## src/rtl/circular_pointer_fifo_gen_pkg.sv

```systemverilog
// Shared helpers for the circular-pointer FIFO: width derivation and the
// wrap-aware pointer increment used by every pointer register.
package cpf_pkg;

  localparam int CPF_MIN_DEPTH = 2;

  // A depth-1 FIFO would give $clog2 = 0; keep pointers at least one bit wide.
  function automatic int cpf_ptr_width(input int depth);
    return (depth > 1) ? $clog2(depth) : 1;
  endfunction

  function automatic int cpf_cnt_width(input int depth);
    return $clog2(depth + 1);
  endfunction

  function automatic logic [31:0] cpf_wrap_inc(input logic [31:0] ptr,
                                               input logic [31:0] depth);
    return (ptr == depth - 32'd1) ? 32'd0 : ptr + 32'd1;
  endfunction

endpackage

```

## src/rtl/circular_pointer_fifo_gen_if.sv

```systemverilog
// Handshake/status bundle between a FIFO user (master) and the FIFO (slave).
interface circular_pointer_fifo_gen_if
  import cpf_pkg::*;
#(
  parameter int WIDTH = 8,
  parameter int DEPTH = 6
);
  localparam int CNTW = cpf_cnt_width(DEPTH);

  logic             flush;
  logic             push;
  logic             pop;
  logic [WIDTH-1:0] data_in;
  logic [WIDTH-1:0] data_out;
  logic             full;
  logic             empty;
  logic             almost_full;
  logic             almost_empty;
  logic [CNTW-1:0]  count;
  logic             overflow;
  logic             underflow;

  modport master (
    output flush, push, pop, data_in,
    input  data_out, full, empty, almost_full, almost_empty, count,
           overflow, underflow
  );

  modport slave (
    input  flush, push, pop, data_in,
    output data_out, full, empty, almost_full, almost_empty, count,
           overflow, underflow
  );

endinterface

```

## src/rtl/circular_pointer_fifo_gen_ptr.sv

```systemverilog
// Wrapping pointer register cpf_ptr: counts 0..DEPTH-1 with an explicit
// compare, so non-power-of-2 depths wrap correctly.
module cpf_ptr
  import cpf_pkg::*;
#(
  parameter int DEPTH = 6,
  parameter int PTRW  = cpf_ptr_width(DEPTH)
) (
  input  logic            clk,
  input  logic            rst,
  input  logic            clr,
  input  logic            inc,
  output logic [PTRW-1:0] ptr
);

  always_ff @(posedge clk) begin
    if (rst || clr) begin
      ptr <= '0;
    end else if (inc) begin
      ptr <= PTRW'(cpf_wrap_inc(32'(ptr), 32'(DEPTH)));
    end
  end

endmodule

```

## src/rtl/circular_pointer_fifo_gen.sv

```systemverilog
// Single-clock circular-pointer FIFO with arbitrary depth, protected push/pop,
// thresholds and flush. Optional sticky error flags: define CPF_ERR_FLAGS_EN.
module circular_pointer_fifo_gen
  import cpf_pkg::*;
#(
  parameter int WIDTH    = 8,
  parameter int DEPTH    = 6,
  parameter int AF_LEVEL = DEPTH - 1,
  parameter int AE_LEVEL = 1
) (
  input  logic clk,
  input  logic rst,
  circular_pointer_fifo_gen_if.slave bus
);

  localparam int PTRW = cpf_ptr_width(DEPTH);
  localparam int CNTW = cpf_cnt_width(DEPTH);

  logic [WIDTH-1:0] mem [0:DEPTH-1];
  logic [PTRW-1:0]  wr_ptr;
  logic [PTRW-1:0]  rd_ptr;
  logic [CNTW-1:0]  count_q;
  logic             full_w;
  logic             empty_w;
  logic             push_acc;
  logic             pop_acc;

  assign full_w  = (count_q == CNTW'(DEPTH));
  assign empty_w = (count_q == '0);

  // A push at full only lands when a pop frees the head slot in the same cycle.
  assign push_acc = bus.push & (~full_w | bus.pop) & ~bus.flush;
  assign pop_acc  = bus.pop & ~empty_w & ~bus.flush;

  cpf_ptr #(.DEPTH(DEPTH), .PTRW(PTRW)) u_wr_ptr (
    .clk (clk),
    .rst (rst),
    .clr (bus.flush),
    .inc (push_acc),
    .ptr (wr_ptr)
  );

  cpf_ptr #(.DEPTH(DEPTH), .PTRW(PTRW)) u_rd_ptr (
    .clk (clk),
    .rst (rst),
    .clr (bus.flush),
    .inc (pop_acc),
    .ptr (rd_ptr)
  );

  always_ff @(posedge clk) begin
    if (rst || bus.flush) begin
      count_q <= '0;
    end else begin
      count_q <= count_q + CNTW'(push_acc) - CNTW'(pop_acc);
    end
  end

  always_ff @(posedge clk) begin
    if (push_acc) begin
      mem[wr_ptr] <= bus.data_in;
    end
  end

  assign bus.data_out     = mem[rd_ptr];
  assign bus.count        = count_q;
  assign bus.full         = full_w;
  assign bus.empty        = empty_w;
  assign bus.almost_full  = (count_q >= CNTW'(AF_LEVEL));
  assign bus.almost_empty = (count_q <= CNTW'(AE_LEVEL));

`ifdef CPF_ERR_FLAGS_EN
  logic overflow_q;
  logic underflow_q;

  always_ff @(posedge clk) begin
    if (rst || bus.flush) begin
      overflow_q  <= 1'b0;
      underflow_q <= 1'b0;
    end else begin
      if (bus.push && full_w && !bus.pop) overflow_q  <= 1'b1;
      if (bus.pop && empty_w)             underflow_q <= 1'b1;
    end
  end

  assign bus.overflow  = overflow_q;
  assign bus.underflow = underflow_q;
`else
  assign bus.overflow  = 1'b0;
  assign bus.underflow = 1'b0;
`endif

endmodule

```

## src/flat_wrapper.sv

```systemverilog
// flat-port wrapper written by rule: the top's interface ports become plain ports
module circular_pointer_fifo_gen_flat import cpf_pkg::*;
#(
  parameter int WIDTH    = 8,
  parameter int DEPTH    = 6,
  parameter int AF_LEVEL = DEPTH - 1,
  parameter int AE_LEVEL = 1
)
  (clk, rst, bus_flush, bus_push, bus_pop, bus_data_in, bus_data_out, bus_full, bus_empty, bus_almost_full, bus_almost_empty, bus_count, bus_overflow, bus_underflow);
  circular_pointer_fifo_gen_if #(.WIDTH(WIDTH), .DEPTH(DEPTH)) bus_i ();
  input  logic clk;
  input  logic rst;
  input wire logic [$bits(bus_i.flush)-1:0] bus_flush;
  input wire logic [$bits(bus_i.push)-1:0] bus_push;
  input wire logic [$bits(bus_i.pop)-1:0] bus_pop;
  input wire logic [$bits(bus_i.data_in)-1:0] bus_data_in;
  output wire logic [$bits(bus_i.data_out)-1:0] bus_data_out;
  output wire logic [$bits(bus_i.full)-1:0] bus_full;
  output wire logic [$bits(bus_i.empty)-1:0] bus_empty;
  output wire logic [$bits(bus_i.almost_full)-1:0] bus_almost_full;
  output wire logic [$bits(bus_i.almost_empty)-1:0] bus_almost_empty;
  output wire logic [$bits(bus_i.count)-1:0] bus_count;
  output wire logic [$bits(bus_i.overflow)-1:0] bus_overflow;
  output wire logic [$bits(bus_i.underflow)-1:0] bus_underflow;
  assign bus_i.flush = bus_flush;
  assign bus_i.push = bus_push;
  assign bus_i.pop = bus_pop;
  assign bus_i.data_in = bus_data_in;
  assign bus_data_out = bus_i.data_out;
  assign bus_full = bus_i.full;
  assign bus_empty = bus_i.empty;
  assign bus_almost_full = bus_i.almost_full;
  assign bus_almost_empty = bus_i.almost_empty;
  assign bus_count = bus_i.count;
  assign bus_overflow = bus_i.overflow;
  assign bus_underflow = bus_i.underflow;
  circular_pointer_fifo_gen #(.WIDTH(WIDTH), .DEPTH(DEPTH), .AF_LEVEL(AF_LEVEL), .AE_LEVEL(AE_LEVEL)) u_core (.clk(clk), .rst(rst), .bus(bus_i));
endmodule
```

## config.mk

```make
export PLATFORM = sky130hd
export DESIGN_NAME = circular_pointer_fifo_gen_flat
export DESIGN_NICKNAME = d
export VERILOG_FILES = /design/src/rtl/circular_pointer_fifo_gen_pkg.sv /design/src/rtl/circular_pointer_fifo_gen_if.sv /design/src/rtl/circular_pointer_fifo_gen_ptr.sv /design/src/rtl/circular_pointer_fifo_gen.sv /design/src/flat_wrapper.sv
export SDC_FILE = /design/constraint.sdc
export NUM_CORES = 1
export LEC_CHECK = 0
export ABC_AREA = 1
export BUFFER_PORTS_ARGS = -buffer_cell sky130_fd_sc_hd__buf_2
export CORE_MARGIN = 2
export CORE_UTILIZATION = 28
export DETAILED_ROUTE_END_ITERATION = 10
export HOLD_SLACK_MARGIN = 0.03
export PLACE_DENSITY = 0.56
export SYNTH_ARGS = -nofsm -noshare
export SYNTH_HDL_FRONTEND = slang
export SYNTH_SLANG_ARGS = --single-unit
```

## constraint.sdc

```tcl
create_clock -name clk -period 2.17 [get_ports clk]
set_input_delay 0.217 -clock clk [delete_from_list [all_inputs] [get_ports clk]]
set_output_delay 0.217 -clock clk [all_outputs]
set_load 0.03 [all_outputs]
```

==> results.ini, run 1 <==
[status]
status = complete, no violations

[cts]
post-cts-setup-buffers = 0
cts_tree = done
cts_inserted_buffers = 9
ctsHoldBuffers = 0
htreeDepth = 3
clock-root-buffer = clkbuf_8
cts_max_path_buffers = 2
insertion_delay_ns = 0.33
clkTransAtPathRegs_ns = 0.06
cts_num_sinks = 60
post_cts_resized = 0

[critical_path]
path_class = flop to flop
slowest_delay_ns = 0.42
critPathSlowestCell = dfxtp_1
crit_chain = inv_1, nand2_2, nand2_1, inv_1, ha_1, inv_1, ha_1, inv_1, fa_1, xnor2_1, nor2_1
crit_path_end_kind = flop
arrival_ns = 2.20
ff2ff_setup_slack_ns = 0.20
critical_path.startpoint = u_core.bus.count[2]$_SDFF_PP0_
rr_startpoint = u_core.bus.count[2]$_SDFF_PP0_
required_ns = 2.40
crit_top_cell = inv_1
path_max_fanout = 6
start_kind = flop

[logic_synthesis]
yosysMostFrequentCell = edfxtp_1
netlist_instances = 235
synth_top_area_cell = edfxtp_1
syn_area_per_cell_um2 = 11.06
synthArstFlopShare = 0
ys_types = 27
yosysSeqAreaShare = 0.6471
netlist_area_mm2 = 0.002599
yosysWarnings = 0
synth_edf_count = 48
synth_top_area_frac = 0.5546
ys_ff_latch = 60
synthTopCellsByCount = edfxtp_1 (48), nand2_1 (46), nand3_1 (28)
synth-main-ff-cell = edfxtp_1
ys_top_cells_by_area = edfxtp_1 (55%), dfxtp_1 (9.2%), nand2_1 (6.6%), nand3_1 (5.4%), nor2_1 (3.3%)

[finish]
nets = 292
final_cell_count_no_fill = 388
final_cell_area_mm2 = 0.003055
drive_above_1_share = 0.2130
area_growth_pct = 17.57
antennaDiodeCount = 0

[detailed_routing]
drtPass1Iterations = 4
drc = 0
vias_per_cell = 4.456
drt-total-wl_mm = 5.207
ant_nets = 0
routed-via-count = 1729
wl_per_cell_um = 13.42
drtIter0Drc = 64

[power]
max-vdd-ir-drop_uv = 257.4
power_density_mw_per_mm2 = 804.5
p_leak_nw = 1.169

[floorplan]
die_w_um = 100.3
rows = 35
coreArea_mm2 = 0.009109
die-area_mm2 = 0.01007
ios = 30
die_y_um = 100.3
start_util = 0.2853

[place]
placement.io_buffers = 27
placed_cell_area_mm2 = 0.002849
dp_worst_setup_slack_ns = 0.2035
gp_congestion = 0.7488
dp.cells = 372
dp_hpwl_mm = 3.380

[timing]
period_minus_slack_ns = 1.974
layout_setup_ws_ns = 0.1961
fin_crit_sh = 0.9096
clock.fmax_mhz = 506.6
fin_skew_ns = 0.004565
worstMarginPinSlew_ns = 0.8843
final.setup.tns_ns = 0
rsz0062_at_grt = no
hold_viol_final = 0
slew_viol_final = 0
relSlewSlack = 0.4083
setup_viol_count_final = 0

[global_routing]
grt_start_max_net_pins = 25
overflow = 0
grt_pass1_wl_mm = 8.466
antenna_found_initial = 0
grt_pass1_vias = 1714
grt_util_all_layers = 0.1128

[job]
maxCapViolCount = 0

[worst_hold_path]
hold_class = primary input to flop
min_from = bus_data_in[2]

[placed cells by master (no fill, tap or decap)]
master	netlist	final
a21oi_1	5	5
a32o_1	1	1
buf_2	1	27
buf_4	3	6
bufinv_16	0	2
clkbuf_1	0	1
clkbuf_8	0	9
clkinv_1	0	3
clkinvlp_4	0	1
conb_1	1	2
dfxtp_1	12	12
edfxtp_1	48	48
fa_1	1	1
ha_1	6	6
inv_1	20	20
inv_4	1	1
nand2_1	46	46
nand2_2	3	3
nand2_4	2	2
nand3_1	28	28
nand3_2	1	1
nand4_1	2	2
nor2_1	23	23
nor2_2	4	4
nor2_4	2	2
nor3_1	2	2
nor3b_2	1	1
o21ai_0	8	8
o21ai_1	8	8
o21bai_1	1	1
xnor2_1	1	1
[worst paths after layout]
check                                   endpoint  depth (start not counted)
max               u_core.bus.count[2]$_SDFF_PP0_                         11
max reg2reg       u_core.bus.count[2]$_SDFF_PP0_                         11
min reg2reg  u_core.u_rd_ptr.ptr[2]$_SDFFE_PP0N_                          2
min                   u_core.mem[3][2]$_DFFE_PP_                          1
[registers in the layout, indices dropped and copies added, names as in the netlist, named ones only]
name                 cells
u_core.u_wr_ptr.ptr      3
u_core.bus.count         3
u_core.u_rd_ptr.ptr      3
u_core.mem              48
[worst max-delay path: cells and delay by family (launching register included)]
| family | cells | cell delay (ns) |
|---|---|---|
| XOR/XNOR | 1 | 0.17 |
| buffers and inverters | 4 | 0.28 |
| flip-flops | 1 | 0.42 |
| AND/OR/NAND/NOR | 3 | 0.29 |
| adder cells (fa/ha/maj) | 3 | 0.71 |
[where the power goes]
part	internal, mW	total [mW]	leakage [nW]	switching (mW)
Sequential	1.26	1.27	0.531	0.00972
Combinational	0.0441	0.144	0.539	0.0997
Clock	0.635	1.05	0.0990	0.413
Total	1.94	2.46	1.17	0.522
[area by class of cell]
class	count	area, um^2
multi-input combinational	147	767.0
tap	111	138.9
clock buffer	10	127.6
timing repair buffer	33	180.2
fill	934	6053
sequential	60	1682
inverter	21	81.33
clock inverter	6	78.83
[layer usage]
layer / track usage / part of all wire / up-vias
met5: 0 / 0 / -
met4: 0.04110 / 0.011 / 0
met3: 0.04666 / 0.071 / 8
met2: 0.1791 / 0.48 / 47
met1: 0.1379 / 0.44 / 805
li1: - / - / 869
[kinds of logic after synthesis]
| logic type | count (synthesis) | synth area share |
|---|---|---|
| adder cells (fa/ha/maj) | 7 | 0.03659 |
| flip-flops | 60 | 0.6471 |
| buffers and inverters | 29 | 0.05922 |
| AND/OR/NAND/NOR | 114 | 0.2051 |
| XOR/XNOR | 1 | 0.003371 |
| other | 1 | 0.001443 |
| AO/OA/AOI/OAI | 23 | 0.04718 |
[stage by stage]
step	utilization	total power [mW]	hold slack [ns]
6_report	0.3354	2.458	0.1291
5_1_grt	0.3354	2.552	0.1221
4_1_cts	0.3354	2.486	0.1152
3_5_place_dp	0.3128	1.438	0.4724
3_3_place_gp	0.3128	1.436	0.4681
2_1_floorplan	-	1.390	0.3159
(Power assumes the default switching activity.)
==> inputs of run 2 (changes only) <==
--- a/config.mk
+++ b/config.mk
@@ -8,10 +8,10 @@
 export ABC_AREA = 1
 export BUFFER_PORTS_ARGS = -buffer_cell sky130_fd_sc_hd__buf_2
 export CORE_MARGIN = 2
-export CORE_UTILIZATION = 28
+export CORE_UTILIZATION = 57
 export DETAILED_ROUTE_END_ITERATION = 10
 export HOLD_SLACK_MARGIN = 0.03
-export PLACE_DENSITY = 0.56
+export PLACE_DENSITY = 0.9
 export SYNTH_ARGS = -nofsm -noshare
 export SYNTH_HDL_FRONTEND = slang
 export SYNTH_SLANG_ARGS = --single-unit
==> results.ini, run 2 (synthesis results as in run 1) <==
[timing]
fin_skew_ns = 0.009551
period_minus_slack_ns = 2.014
fin_crit_sh = 0.9282
final.setup.tns_ns = 0
rsz0062_at_grt = no
setup_viol_count_final = 0
hold_viol_final = 0
clock.fmax_mhz = 496.5
slew_viol_final = 0
whs_ns = 0.1345

[floorplan]
die-area_mm2 = 0.005115
ios = 30
die_w_um = 71.52
rows = 24
start_util = 0.5928
die_y_um = 71.52
coreArea_mm2 = 0.004384

[cts]
ctsHoldBuffers = 0
post_cts_resized = 0
clock-root-buffer = clkbuf_8
cts_tree = done
post-cts-setup-buffers = 0
insertion_delay_ns = 0.32
cts_inserted_buffers = 9
cts_max_path_buffers = 2
clkTransAtPathRegs_ns = 0.06
cts_num_sinks = 60
htreeDepth = 3

[power]
pwr-share-seq = 0.574
power_mw = 2.209
p_leak_nw = 1.166
p_int_mw = 1.712
switching_share = 0.2251
p_switching_mw = 0.4973
combPwrFrac = 0.067
max-vdd-ir-drop_uv = 446.7
clkPwrFrac = 0.360
power_density_mw_per_mm2 = 748.4

[global_routing]
grt_start_max_net_pins = 25
overflow = 0
grt_pass1_vias = 1751
antenna_found_initial = 0
grt_util_all_layers = 0.2178
grt_pass1_wl_mm = 8.259

[critical_path]
crit_top_cell = inv_1
arrival_ns = 2.23
slowest_delay_ns = 0.37
critical_path.startpoint = u_core.bus.count[1]$_SDFF_PP0_
rr_startpoint = u_core.bus.count[1]$_SDFF_PP0_
crit_cells = 11
path_buf_inv = 3
critPathSlowestCell = dfxtp_1
path_max_fanout = 6
path_class = flop to flop
start_kind = flop
ff2ff_setup_slack_ns = 0.16
crit_path_end = u_core.bus.count[2]$_SDFF_PP0_
rr_endpoint = u_core.bus.count[2]$_SDFF_PP0_
ff2ff_path_depth = 11
crit_chain = nor2_1, nand2_2, nand2_1, inv_1, ha_1, inv_1, ha_1, inv_1, fa_1, xnor2_1, nor2_1
required_ns = 2.38
crit_path_end_kind = flop
critPathTopFamily = adder cells

[finish]
layout_commonest_cell = edfxtp_1
fillerInstances = 325
multiInputGateArea_um2 = 767.0
nets = 295
final_cell_area_mm2 = 0.002952
seq_area_mm2 = 0.001683
largest_reg_flops = 48
top_register = u_core.mem
layout_common_cells = edfxtp_1 (48), nand2_1 (46), nand3_1 (28)
area_growth_pct = 13.58
drive_above_1_share = 0.2214
antennaDiodeCount = 0

[place]
placement.io_buffers = 27
placed_cell_area_mm2 = 0.002798
gp_congestion = 0.7671
dp_hpwl_mm = 3.378

[detailed_routing]
vias_per_cell = 5.343
drc = 0
drtIter0Drc = 124
wl_per_cell_um = 15.14
drt-total-wl_mm = 5.028
routed-via-count = 1774
drtPass1Iterations = 7
ant_nets = 0

[status]
status = complete, no violations

[worst_hold_path]
hold_class = primary input to flop

[job]
maxCapViolCount = 0

run 2: final cells by class:
cell class	count	area share
Timing Repair Buffer	36	0.06867
Inverter	21	0.02755
Multi-Input combinational cell	147	0.2599
Tap cell	52	0.02204
Clock buffer	13	0.04705
Clock inverter	3	0.004663
Sequential cell	60	0.5702
run 2: power by group through the flow:
stage,clock network [mW],registers (mW),logic (mW)
5_1_grt,0.868,1.27,0.162
4_1_cts,0.812,1.27,0.148
6_report,0.795,1.27,0.147
3_3_place_gp,0,1.29,0.141
3_5_place_dp,0,1.29,0.147
2_1_floorplan,0,1.29,0.0966
run 2: worst min path at each step:
stage / from / endpoint / slack [ns] / cells past startpoint
6_report: bus_data_in[4] / u_core.mem[3][4]$_DFFE_PP_ / 0.13 / 1
5_1_grt: bus_data_in[2] / u_core.mem[3][2]$_DFFE_PP_ / 0.12 / 1
4_1_cts: bus_data_in[4] / u_core.mem[3][4]$_DFFE_PP_ / 0.11 / 1
3_5_place_dp: bus_data_in[4] / u_core.mem[4][4]$_DFFE_PP_ / 0.46 / 1
3_3_place_gp: bus_data_in[2] / u_core.mem[5][2]$_DFFE_PP_ / 0.46 / 1
2_1_floorplan: bus_data_in[0] / u_core.mem[0][0]$_DFFE_PP_ / 0.32 / 0
run 2: routing by layer:
metal / wire length, um / track usage / up-vias / share of wire
met5: 0 / 0 / - / 0
met4: 45 / 0.08805 / 0 / 0.0089
met3: 206 / 0.05626 / 6 / 0.041
met2: 2668 / 0.3693 / 50 / 0.53
met1: 2108 / 0.2668 / 841 / 0.42
li1: - / - / 877 / -
run 2: metrics by stage:
step | worst slack (ns) | util | cells
CTS | 0.1315 | 0.6729 | 332
finish | 0.1558 | 0.6732 | 332
global placement | 0.2687 | 0.6381 | 316
floorplan | 0.1025 | - | 236
detailed placement | 0.1544 | 0.6381 | 316
global route | 0.009016 | 0.6732 | 332
